## src/rtl/stream_pkg.sv

```systemverilog
// Shared types and widths for the Avalon-ST packet source and its beat formatter.
package stream_pkg;

  localparam int unsigned SYM_W = 8;

  typedef enum logic [1:0] {
    IDLE,
    SEND,
    GAP
  } state_e;

  function automatic int unsigned empty_w(input int unsigned data_bytes);
    return unsigned'($clog2(data_bytes));
  endfunction

endpackage

```

## src/rtl/stream_packet_gen_if.sv

```systemverilog
// Avalon-ST beat bundle; master drives the beat, slave returns ready (readyLatency 0).
interface stream_packet_gen_if #(
  parameter int unsigned DATA_BYTES = 8
) ();
  import stream_pkg::*;

  localparam int unsigned EMPTY_W = empty_w(DATA_BYTES);

  logic [DATA_BYTES*SYM_W-1:0] data;
  logic [EMPTY_W-1:0]          empty;
  logic                        valid;
  logic                        startofpacket;
  logic                        endofpacket;
  logic                        ready;

  modport master (
    output data,
    output empty,
    output valid,
    output startofpacket,
    output endofpacket,
    input  ready
  );

  modport slave (
    input  data,
    input  empty,
    input  valid,
    input  startofpacket,
    input  endofpacket,
    output ready
  );

endinterface

```

## src/rtl/pattern_beat_gen.sv

```systemverilog
// Builds one beat of incrementing bytes, first symbol in the MSBs, unused lanes zeroed.
module pattern_beat_gen
  import stream_pkg::*;
#(
  parameter int unsigned DATA_BYTES = 8,
  localparam int unsigned EMPTY_W = empty_w(DATA_BYTES),
  localparam int unsigned CNT_W = EMPTY_W + 1
) (
  input  logic [SYM_W-1:0]            start_byte,
  input  logic [CNT_W-1:0]            byte_count,
  output logic [DATA_BYTES*SYM_W-1:0] data,
  output logic [EMPTY_W-1:0]          empty
);

  always_comb begin
    data = '0;
    for (int unsigned i = 0; i < DATA_BYTES; i++) begin
      if (i < 32'(byte_count)) begin
        data[(DATA_BYTES-1-i)*SYM_W +: SYM_W] = start_byte + SYM_W'(i);
      end
    end
  end

  // byte_count is 1..DATA_BYTES, so a full beat truncates to an empty of 0
  assign empty = EMPTY_W'(DATA_BYTES - 32'(byte_count));

endmodule

```

## src/rtl/stream_packet_gen.sv

```systemverilog
// Avalon-ST packet source: emits a burst of incrementing-byte packets with optional gaps.
module stream_packet_gen
  import stream_pkg::*;
#(
  parameter int unsigned DATA_BYTES = 8
) (
  input  logic        clk,
  input  logic        reset,
  input  logic        cfg_start,
  input  logic [15:0] cfg_len,
  input  logic [15:0] cfg_num_pkts,
  input  logic [7:0]  cfg_seed,
  input  logic [7:0]  cfg_gap,
  output logic        busy,
  output logic        done,
  output logic [31:0] pkt_sent_count,
  stream_packet_gen_if.master stream_out
);

  localparam int unsigned EMPTY_W = empty_w(DATA_BYTES);
  localparam int unsigned CNT_W = EMPTY_W + 1;
  localparam int unsigned DATA_W = DATA_BYTES * SYM_W;
  localparam logic [15:0] BEAT_BYTES = 16'(DATA_BYTES);

  state_e state_q, state_d;

  logic [15:0]        len_q, num_q, pkt_idx_q, rem_q;
  logic [7:0]         gap_q, gap_cnt_q;
  logic [SYM_W-1:0]   pkt_base_q, beat_byte_q;
  logic               valid_q, sop_q, eop_q, busy_q, done_q;
  logic [DATA_W-1:0]  data_q;
  logic [EMPTY_W-1:0] empty_q;
  logic [31:0]        count_q;

  logic               start_ok, xfer, last_pkt;
  logic               load_beat, new_pkt, clear_out, done_d, count_inc;
  logic [SYM_W-1:0]   src_byte;
  logic [15:0]        src_rem;
  logic               src_eop;
  logic [CNT_W-1:0]   beat_count;
  logic [DATA_W-1:0]  beat_data;
  logic [EMPTY_W-1:0] beat_empty;

  assign start_ok = cfg_start && (cfg_len != 16'd0) && (cfg_num_pkts != 16'd0);
  assign xfer     = valid_q && stream_out.ready;
  assign last_pkt = (pkt_idx_q == num_q - 16'd1);

  // Comparing remaining bytes against the beat width avoids any 16-bit beat-count overflow
  assign src_eop    = (src_rem <= BEAT_BYTES);
  assign beat_count = src_eop ? src_rem[CNT_W-1:0] : CNT_W'(DATA_BYTES);

  pattern_beat_gen #(
    .DATA_BYTES(DATA_BYTES)
  ) u_beat_gen (
    .start_byte(src_byte),
    .byte_count(beat_count),
    .data      (beat_data),
    .empty     (beat_empty)
  );

  always_ff @(posedge clk) begin
    if (reset) begin
      state_q <= IDLE;
    end else begin
      state_q <= state_d;
    end
  end

  always_comb begin
    state_d = state_q;
    unique case (state_q)
      IDLE: if (start_ok) state_d = SEND;
      SEND: begin
        if (xfer && eop_q) begin
          if (last_pkt)            state_d = IDLE;
          else if (gap_q == 8'd0)  state_d = SEND;
          else                     state_d = GAP;
        end
      end
      GAP:  if (gap_cnt_q == 8'd1) state_d = SEND;
      default: state_d = IDLE;
    endcase
  end

  always_comb begin
    load_beat = 1'b0;
    new_pkt   = 1'b0;
    clear_out = 1'b0;
    done_d    = 1'b0;
    count_inc = 1'b0;
    src_byte  = beat_byte_q + SYM_W'(DATA_BYTES);
    src_rem   = rem_q - BEAT_BYTES;
    unique case (state_q)
      IDLE: begin
        if (start_ok) begin
          load_beat = 1'b1;
          new_pkt   = 1'b1;
          src_byte  = cfg_seed;
          src_rem   = cfg_len;
        end else if (cfg_start) begin
          done_d = 1'b1;
        end
      end
      SEND: begin
        if (xfer) begin
          if (!eop_q) begin
            load_beat = 1'b1;
          end else begin
            count_inc = 1'b1;
            if (last_pkt) begin
              clear_out = 1'b1;
              done_d    = 1'b1;
            end else if (gap_q == 8'd0) begin
              load_beat = 1'b1;
              new_pkt   = 1'b1;
              src_byte  = pkt_base_q + 8'd1;
              src_rem   = len_q;
            end else begin
              clear_out = 1'b1;
            end
          end
        end
      end
      GAP: begin
        if (gap_cnt_q == 8'd1) begin
          load_beat = 1'b1;
          new_pkt   = 1'b1;
          src_byte  = pkt_base_q + 8'd1;
          src_rem   = len_q;
        end
      end
      default: ;
    endcase
  end

  always_ff @(posedge clk) begin
    if (reset) begin
      len_q       <= '0;
      num_q       <= '0;
      gap_q       <= '0;
      pkt_idx_q   <= '0;
      pkt_base_q  <= '0;
      rem_q       <= '0;
      beat_byte_q <= '0;
      gap_cnt_q   <= '0;
      valid_q     <= 1'b0;
      sop_q       <= 1'b0;
      eop_q       <= 1'b0;
      data_q      <= '0;
      empty_q     <= '0;
      busy_q      <= 1'b0;
      done_q      <= 1'b0;
      count_q     <= '0;
    end else begin
      done_q <= done_d;
      busy_q <= (state_d != IDLE);
      if (count_inc) count_q <= count_q + 32'd1;

      if (state_q == IDLE) begin
        if (start_ok) begin
          len_q      <= cfg_len;
          num_q      <= cfg_num_pkts;
          gap_q      <= cfg_gap;
          pkt_idx_q  <= '0;
          pkt_base_q <= cfg_seed;
        end
      end else if (new_pkt) begin
        pkt_idx_q  <= pkt_idx_q + 16'd1;
        pkt_base_q <= pkt_base_q + 8'd1;
      end

      if (state_q == SEND && state_d == GAP) begin
        gap_cnt_q <= gap_q;
      end else if (state_q == GAP) begin
        gap_cnt_q <= gap_cnt_q - 8'd1;
      end

      if (load_beat) begin
        valid_q     <= 1'b1;
        data_q      <= beat_data;
        empty_q     <= beat_empty;
        sop_q       <= new_pkt;
        eop_q       <= src_eop;
        rem_q       <= src_rem;
        beat_byte_q <= src_byte;
      end else if (clear_out) begin
        valid_q <= 1'b0;
        data_q  <= '0;
        empty_q <= '0;
        sop_q   <= 1'b0;
        eop_q   <= 1'b0;
      end
    end
  end

  assign stream_out.valid         = valid_q;
  assign stream_out.data          = data_q;
  assign stream_out.empty         = empty_q;
  assign stream_out.startofpacket = sop_q;
  assign stream_out.endofpacket   = eop_q;
  assign busy                     = busy_q;
  assign done                     = done_q;
  assign pkt_sent_count           = count_q;

endmodule
```

## src/flat_wrapper.sv

```systemverilog
// flat-port wrapper written by rule: the top's interface ports become plain ports
module stream_packet_gen_flat import stream_pkg::*;
#(
  parameter int unsigned DATA_BYTES = 8
)
  (clk, reset, cfg_start, cfg_len, cfg_num_pkts, cfg_seed, cfg_gap, busy, done, pkt_sent_count, stream_out_data, stream_out_empty, stream_out_valid, stream_out_startofpacket, stream_out_endofpacket, stream_out_ready);
  stream_packet_gen_if #(.DATA_BYTES(DATA_BYTES)) stream_out_i ();
  input  logic clk;
  input  logic reset;
  input  logic cfg_start;
  input  logic [15:0] cfg_len;
  input  logic [15:0] cfg_num_pkts;
  input  logic [7:0] cfg_seed;
  input  logic [7:0] cfg_gap;
  output logic busy;
  output logic done;
  output logic [31:0] pkt_sent_count;
  output wire logic [$bits(stream_out_i.data)-1:0] stream_out_data;
  output wire logic [$bits(stream_out_i.empty)-1:0] stream_out_empty;
  output wire logic [$bits(stream_out_i.valid)-1:0] stream_out_valid;
  output wire logic [$bits(stream_out_i.startofpacket)-1:0] stream_out_startofpacket;
  output wire logic [$bits(stream_out_i.endofpacket)-1:0] stream_out_endofpacket;
  input wire logic [$bits(stream_out_i.ready)-1:0] stream_out_ready;
  assign stream_out_data = stream_out_i.data;
  assign stream_out_empty = stream_out_i.empty;
  assign stream_out_valid = stream_out_i.valid;
  assign stream_out_startofpacket = stream_out_i.startofpacket;
  assign stream_out_endofpacket = stream_out_i.endofpacket;
  assign stream_out_i.ready = stream_out_ready;
  stream_packet_gen #(.DATA_BYTES(DATA_BYTES)) u_core (.clk(clk), .reset(reset), .cfg_start(cfg_start), .cfg_len(cfg_len), .cfg_num_pkts(cfg_num_pkts), .cfg_seed(cfg_seed), .cfg_gap(cfg_gap), .busy(busy), .done(done), .pkt_sent_count(pkt_sent_count), .stream_out(stream_out_i));
endmodule
```

## config.mk

```make
export PLATFORM = sky130hd
export DESIGN_NAME = stream_packet_gen_flat
export DESIGN_NICKNAME = d
export VERILOG_FILES = /design/src/rtl/stream_pkg.sv /design/src/rtl/stream_packet_gen_if.sv /design/src/rtl/pattern_beat_gen.sv /design/src/rtl/stream_packet_gen.sv /design/src/flat_wrapper.sv
export SDC_FILE = /design/constraint.sdc
export NUM_CORES = 1
export LEC_CHECK = 0
export CORE_ASPECT_RATIO = 1.4
export CORE_MARGIN = 1.5
export CORE_UTILIZATION = 45
export DETAILED_ROUTE_END_ITERATION = 7
export PLACE_DENSITY = 0.71
export SLEW_MARGIN = 15
export SYNTH_ARGS = -nofsm -noshare
export SYNTH_HDL_FRONTEND = slang
export SYNTH_SLANG_ARGS = --single-unit
```

## constraint.sdc

```tcl
create_clock -name clk -period 4.6 [get_ports clk]
set_input_delay 0.92 -clock clk [delete_from_list [all_inputs] [get_ports clk]]
set_output_delay 0.92 -clock clk [all_outputs]
set_load 0.005 [all_outputs]
```

After elaboration in Yosys (flattened, before gate mapping)
Cells that the tools add are included.
{"block": "word_totals", "in_bits": 52, "output_inout_bits": 104, "wordCells": 131, "mem_bits_ro": 0, "ff_bits": 202, "mem_bits_rw": 0, "n_memories": 0, "latch_bits": 0}
{"block": "op_classes", "reduce_logical": 15, "order_cmp": 9, "div": 0, "mul": 0, "mux": 69, "n_bitwise": 0, "n_eq_ne": 6, "n_shift": 0, "n_addsub": 15}
{"operator": "$mux W8", "n": 19}
{"operator": "$mux W16", "n": 9}
{"operator": "$mux W64", "n": 2}
{"operator": "$pmux W16 S3", "n": 1}
{"operator": "$add A32 B1 Y32 const B", "n": 1}
{"operator": "$add A8 B3 Y8 const B", "n": 4}
{"operator": "$reduce_bool A16 Y1", "n": 2}
{"operator": "$mux W1", "n": 25}
{"operator": "$pmux W8 S3", "n": 1}
{"operator": "$add A16 B1 Y16 const B", "n": 1}
{"operator": "$add A8 B1 Y8 const B", "n": 2}
{"operator": "$add A8 B2 Y8 const B", "n": 2}
{"operator": "$eq A16 B16 Y1", "n": 1}
{"operator": "$le A16 B4 Y1 const B", "n": 1}
{"operator": "$lt A3 B4 Y1 const A", "n": 4}
{"operator": "$sub A16 B1 Y16 const B", "n": 1}
{"operator": "$sub A16 B4 Y16 const B", "n": 1}
{"operator": "$mux W2", "n": 5}
{"operator": "$add A8 B4 Y8 const B", "n": 1}
{"operator": "$eq A8 B1 Y1 const B", "n": 1}
{"operator": "$logic_not A8 Y1", "n": 1}
{"operator": "$lt A1 B4 Y1 const A", "n": 2}
{"operator": "$lt A2 B4 Y1 const A", "n": 2}
{"operator": "$reduce_bool A2 Y1", "n": 4}
{"operator": "other kinds (13)", "n": 21}

Logic depth before layout (Yosys ltp)
{"block": "depth", "ltp_word": 11, "mapped_depth": 19, "depth_no_buf": 17}

Hierarchy
From an unflattened synthesis, not the netlist that was laid out.
{"block": "hier_totals", "cells_unflattened": 1404, "area_unflattened_um2": 10919.2}
{"mod": "stream_packet_gen", "cells_each": 1225, "area_each_um2": 9846.9, "instances": 1, "seq_area_each_um2": 4043.9}
{"mod": "pattern_beat_gen", "cells_each": 179, "area_each_um2": 1072.3, "instances": 1, "seq_area_each_um2": 0.0}

Worst setup path after synthesis
OpenSTA, ideal clock, no wires.
{"block": "synth_timing", "path_type": "input port to flip-flop", "start": "input port cfg_len[10]", "end": "register u_core.data_q[62] (netlist: u_core.stream_out.data[62])", "slack_ps": 77, "setup_ps": 101, "stages": 16, "required_time_ps": 4499, "path_buffers": 1, "arrival_time_ps": 4422, "cell_sequence": "nor4_1 > a41oi_1 > and3_1 > clkbuf_1 > nand2_1 > o21ai_0 > or4_1 > o221a_2 > nor4_2 > nand4_2 > nor3_4 > nand2_1 > ha_1 > inv_1 > nor2_8 > o41ai_1"}
{"block": "synth_via", "elab_chain_len": 10, "word_cells_on_any_way": 15, "classes_between": "order compare: 2; mux: 9; reduce/logical: 4"}
{"item": "start: declaration", "line": "flat_wrapper.sv:11", "source": "input logic [15:0] cfg_len;"}
{"item": "$reduce_bool A16 Y1", "line": "stream_packet_gen.sv:44", "source": "assign start_ok = cfg_start && (cfg_len != 16'd0) && (cfg_num_pkts != 16'd0);"}
{"item": "$logic_and A1 B1 Y1 (2 in a row)", "line": "stream_packet_gen.sv:44"}
{"item": "$mux W16", "line": "stream_packet_gen.sv:95", "source": "if (start_ok) begin"}
{"item": "$pmux W16 S3", "line": "stream_packet_gen.sv:93", "source": "unique case (state_q)"}
{"item": "$le A16 B4 Y1", "line": "stream_packet_gen.sv:49", "source": "assign src_eop = (src_rem <= BEAT_BYTES);"}
{"item": "$mux W4", "line": "stream_packet_gen.sv:50", "source": "assign beat_count = src_eop ? src_rem[CNT_W-1:0] : CNT_W'(DATA_BYTES);"}
{"item": "$lt A1 B4 Y1", "line": "pattern_beat_gen.sv:18", "source": "if (i < 32'(byte_count)) begin"}
{"item": "$mux W8", "line": "pattern_beat_gen.sv:18"}
{"item": "$mux W64", "line": "stream_packet_gen.sv:178", "source": "if (load_beat) begin"}
{"item": "end signal: assignment", "line": "stream_packet_gen.sv:180", "source": "data_q <= beat_data;"}
{"item": "end: declaration", "line": "stream_packet_gen.sv:31", "source": "logic [DATA_W-1:0] data_q;"}
Parallel ways exist; a longest one is shown, timed or not.
A chain may end at the register's enable or synchronous reset.

Worst setup path in the final report
{"block": "layout_timing", "start": "register u_core.num_q[0]", "end": "register u_core.data_q[62] (netlist: u_core.stream_out.data[62])"}
{"block": "layout_via", "elab_chain_len": 11, "word_cells_on_any_way": 24, "classes_between": "add/sub: 1; order compare: 2; eq/ne: 1; mux: 19; reduce/logical: 1"}
{"item": "start: declaration", "line": "stream_packet_gen.sv:27", "source": "logic [15:0] len_q, num_q, pkt_idx_q, rem_q;"}
{"item": "start signal: assignment", "line": "stream_packet_gen.sv:162", "source": "num_q <= cfg_num_pkts;"}
{"item": "$sub A16 B1 Y16 *", "line": "stream_packet_gen.sv:46", "source": "assign last_pkt = (pkt_idx_q == num_q - 16'd1);"}
{"item": "$eq A16 B16 Y1 *", "line": "stream_packet_gen.sv:46"}
{"item": "$mux W16", "line": "stream_packet_gen.sv:110", "source": "if (last_pkt) begin"}
{"item": "$mux W16", "line": "stream_packet_gen.sv:106", "source": "if (!eop_q) begin"}
{"item": "$mux W16", "line": "stream_packet_gen.sv:105", "source": "if (xfer) begin"}
{"item": "$pmux W16 S3", "line": "stream_packet_gen.sv:93"}
{"item": "$le A16 B4 Y1", "line": "stream_packet_gen.sv:49"}
{"item": "$mux W4", "line": "stream_packet_gen.sv:50"}
{"item": "$lt A1 B4 Y1", "line": "pattern_beat_gen.sv:18"}
{"item": "$mux W8", "line": "pattern_beat_gen.sv:18"}
{"item": "$mux W64", "line": "stream_packet_gen.sv:178"}
Mark *: on every way between the ends. The rest lies on a longest branch, timed or not.

==> results.json <==
{
  "syn2layout_area_growth_pct": 35.9,
  "die_area_mm2": 0.0243,
  "num_vias": 10923,
  "dp_hpwl_mm": 25.7,
  "yosys_most_used_dff": "dfxtp_1",
  "fin_crit_sh_pct": 97.4,
  "numCtsBuffers": 21,
  "min_from": "u_core.len_q[3]",
  "status": "finished clean",
  "routed_wirelength_mm": 34.5,
  "syn_inst": 1304,
  "grt_pass1_wl_mm": 54.6,
  "crit_arrival_ns": 4.85,
  "synth_cell_types": 80,
  "holdPathStages": 2,
  "ir_drop_uv": 220,
  "place_congestion": 0.981,
  "p_leak_nw": 5.50,
  "nNetsFinal": 1658,
  "drive_gt1_share_pct": 16.3,
  "place_area_mm2": 0.0135,
  "rows": 66,
  "async_flop_share_pct": 0,
  "root_buffer": "clkbuf_16",
  "clk_path_buf_depth": 3,
  "grt_max_degree": 66,
  "synthesis.area_mm2": 0.0105,
  "min_to": "u_core.len_q[3]",
  "required_ns": 4.97,
  "powerDensity_mw_per_mm2": 350,
  "design_area_mm2": 0.0143,
  "yosys-top-cells-area": "dfxtp_1 38%, nand2_1 6.9%, a21oi_1 5.4%",
  "setup_viol": 0,
  "cts-hold-fix-buffers": 0,
  "synth-seq-cells": 202,
  "rr_endpoint": "u_core.stream_out.data[62]",
  "clk_latency_ns": 0.51,
  "pwr-share-seq_pct": 39.8,
  "postRouteAntennaNets": 0,
  "hold_class": "flop to flop",
  "pwr-share-clk_pct": 31.3,
  "r2r_setup_slack_ns": 0.12,
  "htreeDepth": 1,
  "endpoint_kind": "flop",
  "path_class": "flop to flop",
  "cts_tree": "yes",
  "p_sw_mw": 1.58,
  "fmax_mhz": 223,
  "grt_usage_pct": 27.7,
  "firstDrtPassIters": 6,
  "p_comb_share_pct": 28.9,
  "p_int_mw": 3.43,
  "grt_pass1_vias": 10604,
  "ys.warnings.count": 0,
  "reg2reg_depth": 15,
  "synth_edf_count": 0,
  "yosys.area.top_type": "dfxtp_1",
  "ys_seq_area_share_pct": 38.5,
  "clock-sinks": 202,
  "drtIter0Drc": 769,
  "worstSetupStartpointType": "flop",
  "io_buffers": 155,
  "antenna_found_initial": 0,
  "cap_violations": 0,
  "relSlewSlack_pct": 51.6,
  "drt_drc_violations_left": 0,
  "path_clk_slew_ns": 0.07,
  "die_y_um": 184,
  "antenna_cells": 0,
  "core_area_mm2": 0.0231,
  "tightestPinTransition_ns": 0.726,
  "switching_share_pct": 31.5,
  "cp_max_fo": 8,
  "vias_per_cell": 5.73,
  "wl_per_cell_um": 18.1,
  "slew_violations": 0,
  "synth_top_area_share_pct": 38.5,
  "utilization_pct": 61.8,
  "finClkSkew_ns": 0.0135,
  "synth_fp_nets": 1374,
  "syn_area_per_cell_um2": 8.06,
  "hold_viol_final": 0,
  "overflow": 0,
  "start_util_pct": 45.5,
  "io-pin-count": 156,
  "r2r_start": "u_core.num_q[0]",
  "period_needed_ns": 4.48,
  "fp.dieW_um": 132
}
-- kinds of logic after synthesis --
group / synth area share, %
xor+xnor: 9.50
flops: 38.5
fa+ha+maj: 2.14
mux: 0.190
simple gates: 23.0
buf+inv: 3.61
compound gates: 23.1
-- through the flow --
stage | hold WS, ns | setup WS, ns | power, mW | TNS, ns | std cells
2_1_floorplan | 0.434 | 0.0773 | 2.75 | 0 | 1304
3_3_place_gp | 0.439 | -0.269 | 3.39 | -7.80 | 1868
3_5_place_dp | 0.445 | -0.347 | 3.42 | -12.87 | 1868
4_1_cts | 0.453 | 0.0000693 | 4.99 | 0 | 1906
5_1_grt | 0.476 | -0.00173 | 5.23 | -0.00173 | 1907
6_report | 0.454 | 0.118 | 5.00 | 0 | 1907
-- routing by layer --
| layer | GRT usage (%) | up-vias | share of wire (%) |
|---|---|---|---|
| met3 | 3.89 | 115 | 6.0 |
| met5 | 0 | - | 0 |
| met2 | 48.7 | 438 | 48 |
| met1 | 32.4 | 5118 | 40 |
| met4 | 15.3 | 0 | 5.5 |
| li1 | - | 5252 | - |
-- critical path, stage by stage (launching register included) --
cell and delay (ns):
dfxtp_4 0.35, or4_4 0.53, or3_4 0.43, or4_1 0.41, o211ai_1 0.18, nor4_4 0.09
buf_6 0.15, nand2b_2 0.24, buf_4 0.21, o21a_1 0.22, a2111oi_4 0.36, a31oi_4 0.15
buf_4 0.18, or4_4 0.58, nor2_8 0.16, o41ai_1 0.09
-- worst max path at each step --
stage / from / to / slack [ns]
floorplan: cfg_len[10] / u_core.stream_out.data[62] / 0.08
global placement: cfg_len[10] / u_core.stream_out.data[62] / -0.27
detailed placement: cfg_len[10] / u_core.stream_out.data[62] / -0.35
CTS: u_core.num_q[0] / u_core.stream_out.data[62] / 0.00007
global route: u_core.num_q[0] / u_core.stream_out.data[22] / -0.002
finish: u_core.num_q[0] / u_core.stream_out.data[62] / 0.12
-- state kept, by name, summed over array words and instances, names as in the netlist, 2 cells and up --
register,count
u_core.rem_q,16
u_core.pkt_base_q,8
u_core.len_q,16
u_core.pkt_idx_q,16
u_core.state_q,2
u_core.stream_out.empty,3
u_core.gap_q,8
u_core.pkt_sent_count,32
u_core.beat_byte_q,8
u_core.num_q,16
u_core.stream_out.data,64
u_core.gap_cnt_q,8
-- layout by cell type, fill, tap and decap left out, types with 13 or more instances in the layout --
master and n:
o21ai_0 56, nor2_1 144, nor4_1 18, clkdlybuf4s50_1 154
nand3_1 47, and3_1 13, xor2_1 64, nor3_1 25
ha_1 17, a32o_1 22, a211oi_1 18, a22o_1 31
buf_4 171, dfxtp_1 200, clkbuf_16 21, inv_1 19
xnor2_1 50, nand4_1 13, a21oi_1 112, nand2_1 192
-- Yosys cell counts (all sizes together) (4+ instances only) --
cell	instances
a21oi	115
inv	21
a21boi	4
or4	10
clkbuf	56
o22ai	8
o21ai	66
buf	13
o21a	9
nor2	146
dfxtp	202
a32o	22
a211oi	19
xnor2	50
or2	9
and2	7
and3	14
nand2	194
nor3	27
nand4	14
xor2	64
nand3	47
ha	18
a22oi	5
a31oi	9
nor4	23
o211ai	10
and4	4
o31ai	15
a22o	31
or3	13
-- power by group through the flow --
stage	Combinational [mW]	Clock, mW	Sequential [mW]
finish	1.45	1.57	1.99
global route	1.55	1.67	2.01
CTS	1.40	1.59	1.99
detailed placement	1.39	0	2.03
global placement	1.37	0	2.02
floorplan	0.739	0	2.01
-- layout make-up --
type	instances	area, µm²
inverter	24	92.6
fill	2042	8830
clock buffer	28	562
multi-input combinational	1009	6240
clock inverter	8	50.0
sequential	202	4050
timing repair buffer	330	2910
tap	306	383
-- timing repair --
action | CTS | global route
pin swaps | 2 | 18
buffers inserted | 2 | 1
resized for setup | 3 | 24
setup endpoints to repair | 46 | 52
Note: power is estimated with default switching activity, not from simulation.
